**src/rtl/subleq_pkg.sv**
```systemverilog
// subleq_pkg
// Shared constants for the SUBLEQ core and its host-side I/O bridge.
//   SUBLEQ_D         : core data width
//   SUBLEQ_IO_DEPTH  : default bridge output FIFO depth
//   SUBLEQ_IO_HOLD   : default minimum hold time of a host byte on core_inp
//   subleq_cnt_width : bit width able to hold the values 0..n-1 (at least 1)
package subleq_pkg;

  localparam int SUBLEQ_D        = 8;
  localparam int SUBLEQ_IO_DEPTH = 4;
  localparam int SUBLEQ_IO_HOLD  = 4;

  function automatic int subleq_cnt_width(input int n);
    return (n < 2) ? 1 : $clog2(n);
  endfunction

endpackage

```
**src/rtl/subleq_io_bridge_if.sv**
```systemverilog
// subleq_io_bridge_if
// Host-facing valid/ready streams of the SUBLEQ I/O bridge.
//   out_data/out_valid/out_ready : core output values, bridge -> host
//   in_data/in_valid/in_ready    : host bytes, host -> bridge -> core
// Modports:
//   slave  : the bridge side
//   master : the host side
interface subleq_io_bridge_if
  import subleq_pkg::*;
#(
  parameter int D = SUBLEQ_D
);

  logic [D-1:0] out_data;
  logic         out_valid;
  logic         out_ready;
  logic [D-1:0] in_data;
  logic         in_valid;
  logic         in_ready;

  modport slave (
    output out_data, out_valid, in_ready,
    input  out_ready, in_data, in_valid
  );

  modport master (
    input  out_data, out_valid, in_ready,
    output out_ready, in_data, in_valid
  );

endinterface

```
**src/rtl/subleq_io_fifo.sv**
```systemverilog
// subleq_io_fifo
// First-word-fall-through FIFO holding captured core output values.
// Ports:
//   clk, rst_n : clock, asynchronous active-low reset
//   push       : write push_data (ignored when full unless popping the same cycle)
//   push_data  : value to store
//   pop        : remove the head entry (ignored when empty)
//   full/empty : occupancy status
//   head       : oldest entry, 0 while empty
module subleq_io_fifo
  import subleq_pkg::*;
#(
  parameter int D     = SUBLEQ_D,
  parameter int DEPTH = SUBLEQ_IO_DEPTH
) (
  input  logic         clk,
  input  logic         rst_n,
  input  logic         push,
  input  logic [D-1:0] push_data,
  input  logic         pop,
  output logic         full,
  output logic         empty,
  output logic [D-1:0] head
);

  localparam int AW = $clog2(DEPTH);
  localparam int PW = AW + 1;

  logic [PW-1:0] wr_ptr;
  logic [PW-1:0] rd_ptr;
  logic [D-1:0]  mem [DEPTH];
  logic          do_push;
  logic          do_pop;

  // The extra pointer MSB tells a full buffer (MSBs differ) from an empty one.
  assign empty = (wr_ptr == rd_ptr);
  assign full  = (wr_ptr[PW-1] != rd_ptr[PW-1]) &&
                 (wr_ptr[AW-1:0] == rd_ptr[AW-1:0]);

  // A push into a full buffer still fits when the head leaves in the same cycle.
  assign do_pop  = pop & ~empty;
  assign do_push = push & (~full | do_pop);

  assign head = empty ? '0 : mem[rd_ptr[AW-1:0]];

  always_ff @(posedge clk or negedge rst_n) begin
    if (!rst_n) begin
      wr_ptr <= '0;
      rd_ptr <= '0;
      for (int i = 0; i < DEPTH; i++) begin
        mem[i] <= '0;
      end
    end else begin
      if (do_push) begin
        mem[wr_ptr[AW-1:0]] <= push_data;
        wr_ptr              <= wr_ptr + PW'(1);
      end
      if (do_pop) begin
        rd_ptr <= rd_ptr + PW'(1);
      end
    end
  end

endmodule

```
**src/rtl/subleq_io_bridge.sv**
```systemverilog
// subleq_io_bridge
// Host-side adapter for the SUBLEQ core's 8-bit inp/oup pair.
// Every change on core_oup is captured into a small FIFO and offered to the
// host as a valid/ready stream; host bytes accepted from the input stream are
// driven onto core_inp and held for at least HOLD cycles.
// Ports:
//   clk, rst_n : clock, asynchronous active-low reset
//   core_oup   : core output bus (watched for changes)
//   core_inp   : core input bus, registered
//   host       : host streams (subleq_io_bridge_if.slave)
//   ovf        : sticky overflow flag, set when a captured value is dropped
//   ovf_clr    : clears ovf (set wins over clear)
// Configuration:
//   SUBLEQ_IO_OVF_EN defined   -> ovf register implemented
//   SUBLEQ_IO_OVF_EN undefined -> ovf tied to 0, ovf_clr ignored
module subleq_io_bridge
  import subleq_pkg::*;
#(
  parameter int D     = SUBLEQ_D,
  parameter int DEPTH = SUBLEQ_IO_DEPTH,
  parameter int HOLD  = SUBLEQ_IO_HOLD
) (
  input  logic                 clk,
  input  logic                 rst_n,
  input  logic [D-1:0]         core_oup,
  output logic [D-1:0]         core_inp,
  subleq_io_bridge_if.slave    host,
  output logic                 ovf,
  input  logic                 ovf_clr
);

  localparam int HW = subleq_cnt_width(HOLD);

  logic [D-1:0]  prev_oup;
  logic          change;
  logic          pop;
  logic          full;
  logic          empty;
  logic          drop;
  logic [HW-1:0] hold_cnt;
  logic          accept;

  assign change = (core_oup != prev_oup);
  assign pop    = host.out_ready & ~empty;
  assign drop   = change & full & ~pop;

  subleq_io_fifo #(
    .D     (D),
    .DEPTH (DEPTH)
  ) u_fifo (
    .clk       (clk),
    .rst_n     (rst_n),
    .push      (change),
    .push_data (core_oup),
    .pop       (pop),
    .full      (full),
    .empty     (empty),
    .head      (host.out_data)
  );

  assign host.out_valid = ~empty;

  // prev_oup follows the bus even when the push is dropped, so a value that
  // did not fit is not pushed again on the following cycles.
  always_ff @(posedge clk or negedge rst_n) begin
    if (!rst_n) begin
      prev_oup <= '0;
    end else if (change) begin
      prev_oup <= core_oup;
    end
  end

  assign host.in_ready = (hold_cnt == '0);
  assign accept        = host.in_valid & host.in_ready;

  // An accepted byte blocks the next one for HOLD-1 further cycles.
  always_ff @(posedge clk or negedge rst_n) begin
    if (!rst_n) begin
      core_inp <= '0;
      hold_cnt <= '0;
    end else if (accept) begin
      core_inp <= host.in_data;
      hold_cnt <= HW'(HOLD - 1);
    end else if (hold_cnt != '0) begin
      hold_cnt <= hold_cnt - HW'(1);
    end
  end

`ifdef SUBLEQ_IO_OVF_EN
  // A drop in the same cycle as ovf_clr leaves the flag set.
  always_ff @(posedge clk or negedge rst_n) begin
    if (!rst_n) begin
      ovf <= 1'b0;
    end else if (drop) begin
      ovf <= 1'b1;
    end else if (ovf_clr) begin
      ovf <= 1'b0;
    end
  end
`else
  logic ovf_unused;

  assign ovf        = 1'b0;
  assign ovf_unused = ovf_clr | drop;
`endif

endmodule

```
**src/flat_wrapper.sv**
```systemverilog
// flat-port wrapper written by rule: the top's interface ports become plain ports
module subleq_io_bridge_flat import subleq_pkg::*;
#(
  parameter int D     = SUBLEQ_D,
  parameter int DEPTH = SUBLEQ_IO_DEPTH,
  parameter int HOLD  = SUBLEQ_IO_HOLD
)
  (clk, rst_n, core_oup, core_inp, ovf, ovf_clr, host_out_data, host_out_valid, host_in_ready, host_out_ready, host_in_data, host_in_valid);
  subleq_io_bridge_if #(.D(D)) host_i ();
  input  logic clk;
  input  logic rst_n;
  input  logic [D-1:0] core_oup;
  output logic [D-1:0] core_inp;
  output logic ovf;
  input  logic ovf_clr;
  output wire logic [$bits(host_i.out_data)-1:0] host_out_data;
  output wire logic [$bits(host_i.out_valid)-1:0] host_out_valid;
  output wire logic [$bits(host_i.in_ready)-1:0] host_in_ready;
  input wire logic [$bits(host_i.out_ready)-1:0] host_out_ready;
  input wire logic [$bits(host_i.in_data)-1:0] host_in_data;
  input wire logic [$bits(host_i.in_valid)-1:0] host_in_valid;
  assign host_out_data = host_i.out_data;
  assign host_out_valid = host_i.out_valid;
  assign host_in_ready = host_i.in_ready;
  assign host_i.out_ready = host_out_ready;
  assign host_i.in_data = host_in_data;
  assign host_i.in_valid = host_in_valid;
  subleq_io_bridge #(.D(D), .DEPTH(DEPTH), .HOLD(HOLD)) u_core (.clk(clk), .rst_n(rst_n), .core_oup(core_oup), .core_inp(core_inp), .host(host_i), .ovf(ovf), .ovf_clr(ovf_clr));
endmodule
```
**config.mk**
```make
export PLATFORM = sky130hd
export DESIGN_NAME = subleq_io_bridge_flat
export DESIGN_NICKNAME = d
export VERILOG_FILES = /design/src/rtl/subleq_pkg.sv /design/src/rtl/subleq_io_bridge_if.sv /design/src/rtl/subleq_io_fifo.sv /design/src/rtl/subleq_io_bridge.sv /design/src/flat_wrapper.sv
export SDC_FILE = /design/constraint.sdc
export NUM_CORES = 1
export LEC_CHECK = 0
export ABC_CLOCK_PERIOD_IN_PS = 3450
export CAP_MARGIN = 15
export CORE_MARGIN = 4
export CORE_UTILIZATION = 40
export DETAILED_ROUTE_END_ITERATION = 8
export PLACE_DENSITY = 0.71
export SLEW_MARGIN = 10
export SYNTH_ARGS = -nofsm -noshare
export SYNTH_HDL_FRONTEND = slang
export SYNTH_SLANG_ARGS = --single-unit
```
**constraint.sdc**
```tcl
create_clock -name clk -period 3.45 [get_ports clk]
set_clock_uncertainty 0.05 [all_clocks]
set_input_delay 0.69 -clock clk [delete_from_list [all_inputs] [get_ports clk]]
set_output_delay 0.69 -clock clk [all_outputs]
set_load 0.05 [all_outputs]
```
== Word-level counts from Yosys, hierarchy flattened ==
Cells that the tools add are included.
Word-level totals
  word-level logic and storage cells: 42
  input port bits: 21
  register bits after elaboration: 56
Cells by class
  equal/unequal tests: 4
  $add $sub $neg: 3
  reduce and logical (&&, ||, !) cells: 5
  multiplexer cells: 9
  bitwise logic cells: 9
  $lt $le $gt $ge: 3
Operator list (number)
  32-bit bitwise mux: 1
  8-bit 2-to-1 mux: 4
  8-bit binary-select mux with 2-bit select: 1
  8-bit demux with 2-bit select: 1
  8-bit != test: 1
  3-bit by 1-bit adder with 3-bit output (second input constant): 2
  3-bit >= comparator (second input constant): 2
  2-bit inverter with 3-bit output: 2
  1-bit bitwise AND: 4
  2-bit 2-to-1 mux: 2
  2-bit nonzero test: 2
  3-bit equality test: 1
  3-bit by 1-bit less-than comparator with 1-bit output (second input constant): 1
  2-bit equality test: 1
  1-bit logical AND: 2
  2-bit zero test: 1
  1-bit inverter: 2
  2-bit by 1-bit subtractor with 2-bit output (second input constant): 1
  1-bit != test: 1
  1-bit OR: 1

== Longest topological paths before layout ==
  depth in word-level cells: 6
  mapped depth: 6
  depth with buffers taken out: 5

== Cells and area by module ==
A second synthesis with hierarchy kept.
Unflattened totals
  cell total of the unflattened synthesis: 176
  area total of the unflattened synthesis: 2691.3 um^2
By module, submodules not included
  subleq_io_fifo: area each 1925.6 um^2, cells each 119, instances 1, sequential area each 950.9 um^2
  subleq_io_bridge: area each 765.7 um^2, cells each 57, instances 1, sequential area each 450.4 um^2

== Worst setup path after synthesis ==
OpenSTA, ideal clock, no wires.
  path kind: reg2out
  start: register u_core.u_fifo.rd_ptr[0]
  end: output host_out_data[0]
  cell stages (with the launch flop): 6
  slack: 963 ps
  buffers on the path: 2
  required time: 2710 ps
  arrival: 1747 ps
  cell sequence: dfrtp_1 -> buf_4 -> xor2_1 -> nor3b_1 -> clkbuf_1 -> nor2b_1
On the way
  word-level cells in the longest chain between the ends: 5
  elaborated cells between the ends (all ways): 6
  those cells by class: 1 x eq/ne; 4 x mux; 1 x bitwise
Ends and longest elaborated chain
  start, declared: RTL line subleq_io_fifo.sv:30  | logic [PW-1:0] rd_ptr;
  start signal, assigned: RTL line subleq_io_fifo.sv:59  | rd_ptr <= rd_ptr + PW'(1);
  2-bit inverter with 3-bit output (implied by the code): RTL line subleq_io_fifo.sv:44  | assign head = empty ? '0 : mem[rd_ptr[AW-1:0]];
  8-bit binary-select mux with 2-bit select: RTL line subleq_io_fifo.sv:44
  8-bit 2-to-1 mux (implied by the code) (2 in series): RTL line subleq_io_fifo.sv:44
  8-bit 2-to-1 mux (*): RTL line subleq_io_fifo.sv:44
  end, declared: RTL line flat_wrapper.sv:16  | output wire logic [$bits(host_i.out_data)-1:0] host_out_data;
Mark *: on every way between the ends. The rest lies on a longest branch, timed or not. The select of a mux whose other input is x is not followed.

== Worst setup path in the final report ==
  start: register u_core.u_fifo.rd_ptr[0]
  end: output host_out_data[2]
The elaborated chain is that of the path after synthesis.

==> summary.md <==
| Metric | Value |
|---|---|
| Via count of the first global-routing pass | roughly 1500 |
| Final max-slew violation count | 0 |
| Setup Fix Bufs, Post-CTS | 0 |
| Latest clock arrival within the worst-skew pair | a little over 300 ps |
| CP bufs+invs | 2 |
| Crit-path max cell delay | 640 ps |
| TritonCTS buffer count | 5 |
| Synthesized area | around 0.0025 mm^2 |
| Largest cells by area after synthesis | dfrtp_1 (55%), mux2_2 (19%), mux4_2 (7.1%) |
| Max Freq | ~0.36 GHz |
| Core box area | around 0.0061 mm^2 |
| Drt pass-1 iters | 3 |
| Post-route minimum period | about 2800 ps |
| DR iter-0 viols | 31 |
| H-tree depth | 2 |
| #FFs+latches synth | between 50 and 60 |
| CP Launch Type | flop |
| R2R Path End | u_core.u_fifo.mem[4]$_DFFE_PN0P_ |
| R2r startpoint | u_core.u_fifo.rd_ptr[1]$_DFFE_PN0P_ |
| Site Rows | 28 |
| Most common cell after layout, fill and taps aside | dfrtp_1 |
| CP Capture Type | output port |
| Largest net degree at the start of global routing | 41 |
| Die width | 87.8 um |
| Post-synth top area share | 55.0% |
| Area Overhead vs Synth | 20.0% |
| Io pins | 40 |
| Worst-margin pin slew | 932 ps |
| Cell Chain, Critical Path | buf_4 > mux4_2 > nor2b_1 > buf_4 |
| Post-DRT Antenna Nets | 0 |
| R2R Setup Slk | just under 1000 ps |
| FF-to-FF path depth | 4 |
| Syn_area_per_cell | roughly 15 um^2 |
| FILL cells | about 540 |
| Most frequent cells in the layout | dfrtp_1 (56), mux2_2 (43), clkdlybuf4s50_1 (27) |
| Share of the yosys chip area belonging to registers | about 55% |
| Reg clk slew, reported paths | about 100 ps |
| Cell taking the most area after synthesis | dfrtp_1 |
| Tcrit/Tclk final | about four fifths |
| Data arrival time of the worst path | between 2000 and 2500 ps |
| Max FO, Critical Path | 8 |
| DIE AREA | 0.00771 mm^2 |
| Outcome | complete, no violations |
| Initial Utilization | about 42% |
| Post-synth EDFFs | 0 |
| RSZ-0062 raised after global routing | false |
| All-Layer GR Usage | between 10% and 20% |
| CTS tree | built |
| Mapped Cells | about 170 |
| WL final | between 4000 and 5000 um |
| Final Hold Fails | 0 |
| Nets | 237 |
| Via count | approximately 1400 |
| Crit Path Category | reg -> out |
| Die height | roughly 88 um |
| First-pass GRT wire length | 7490 um |
| Hold crit path type | in -> async |
| Port bufs | 37 |
| Hold Buf Count CTS | 0 |
| Max-Cap Viols | 0 |
| Final Setup Violations | 0 |
| Most used cell along the critical path | buf_4 |
| # resized after CTS | 0 |
| WP data required | around 2700 ps |
| Clock Tree Buf Depth | 2 |
| DRC violations left | 0 |
| Top FF cell, synth | dfrtp_1 |
| Initial antenna violation count | 0 |
| Synth warn | 0 |
| Yosys cell types | 20 |
| Clock Sinks | 56 |
| Placer Congestion | around 0.69 |
| Final TNS setup | 0 ps |
| Gr ovfl total | 0 |
| Routed vias/inst | 4.95 |
| CP top delay family | flip-flops |
| Asr flop ratio synth | 100% |
| Slowest library cell on the worst path | dfrtp_1 |
| CTS Root Cell | clkbuf_8 |
| DPL Wire Length | about 3100 um |
| Slew headroom | 37.8% |
| Inserted Diodes | 0 |
| WL/cell | 15.8 um |
| Fraction of layout instances using a drive strength above 1 | 37.4% |
| Post-synth net total | 200 |
[kinds of logic (layout without fill, tap and decap cells)]
kind of cell | Yosys count | in the layout | share of synthesized area [%]
buffers and inverters | 21 | 59 | 3.44
muxes | 51 | 51 | 26.1
DFF | 56 | 56 | 55.0
AOI/OAI and AO/OA | 6 | 6 | 2.36
and+or+nand+nor | 17 | 17 | 4.82
xor gates and xnor gates | 15 | 15 | 5.16
other | 1 | 1 | 0.147
adders and majority gates | 6 | 6 | 2.95
[Yosys cell counts, types with 3 or more instances]
cell type / n
a211oi_2: 4
xnor2_1: 4
clkbuf_1: 9
mux4_2: 8
dfrtp_1: 56
ha_1: 6
inv_1: 9
nor4_2: 3
xor2_1: 11
mux2_2: 43
nor2b_1: 8
[metal layers]
| layer | global-route usage [%] | up-vias | routed length, um | share of wire, % |
|---|---|---|---|---|
| met5 | 0 | - | 0 | 0 |
| met1 | 16.6 | 710 | 2060 | 46 |
| met3 | 5.08 | 6 | 300 | 6.6 |
| met4 | 3.21 | 0 | 44 | 0.97 |
| li1 | - | 667 | - | - |
| met2 | 20.1 | 33 | 2120 | 47 |
[per-stage QoR]
stage / cells / util, % / hold WS [ps] / setup slack [ps] / instance area, um^2
2_1_floorplan: 173 / - / 344 / 963 / 2550
3_3_place_gp: 278 / 48.9 / 426 / 368 / 2970
3_5_place_dp: 278 / 48.9 / 432 / 339 / 2970
4_1_cts: 286 / 50.4 / 250 / 651 / 3060
5_1_grt: 286 / 50.4 / 258 / 560 / 3060
6_report: 286 / 50.4 / 242 / 689 / 3060
[worst register-to-register path, cell delays in order, from the launching register on]
cell	delay, ps
dfrtp_1	700
xor2_1	260
nor4_2	130
a211oi_2	790
mux2_2	420
[registers in the layout, summed over array words and instances (netlist names)]
register              flops
u_core.u_fifo.mem        32
u_core.core_inp           8
u_core.prev_oup           8
u_core.u_fifo.rd_ptr      3
u_core.u_fifo.wr_ptr      3
u_core.hold_cnt           2
[cell type report]
cell class / count / area (um^2) / share of cell area (%)
flip-flops and latches: 56 / 1400 / 45.8
multi-input cells: 96 / 1060 / 34.6
repair buffers: 42 / 380 / 12.4
well taps: 75 / 93.8 / 3.07
clock buffers: 8 / 90.1 / 2.95
inverters: 9 / 33.8 / 1.11
[worst max-delay path by stage]
| stage | start | endpoint | slack, ps | cells after the start |
|---|---|---|---|---|
| detailed placement | core_oup[1] | u_core.u_fifo.mem[5]$_DFFE_PN0P_ | 340 | 6 |
| CTS | u_core.u_fifo.rd_ptr[0]$_DFFE_PN0P_ | host_out_data[5] | 650 | 4 |
| global route | u_core.u_fifo.rd_ptr[0]$_DFFE_PN0P_ | host_out_data[5] | 560 | 4 |
| finish | u_core.u_fifo.rd_ptr[0]$_DFFE_PN0P_ | host_out_data[2] | 690 | 4 |
| global placement | core_oup[1] | u_core.u_fifo.mem[4]$_DFFE_PN0P_ | 370 | 6 |
| floorplan | u_core.u_fifo.rd_ptr[0]$_DFFE_PN0P_ | host_out_data[0] | 960 | 5 |
Power is left out: the tool's default activity adds up to more than one toggle a clock period on the data nets, which glitch-free logic cannot reach.
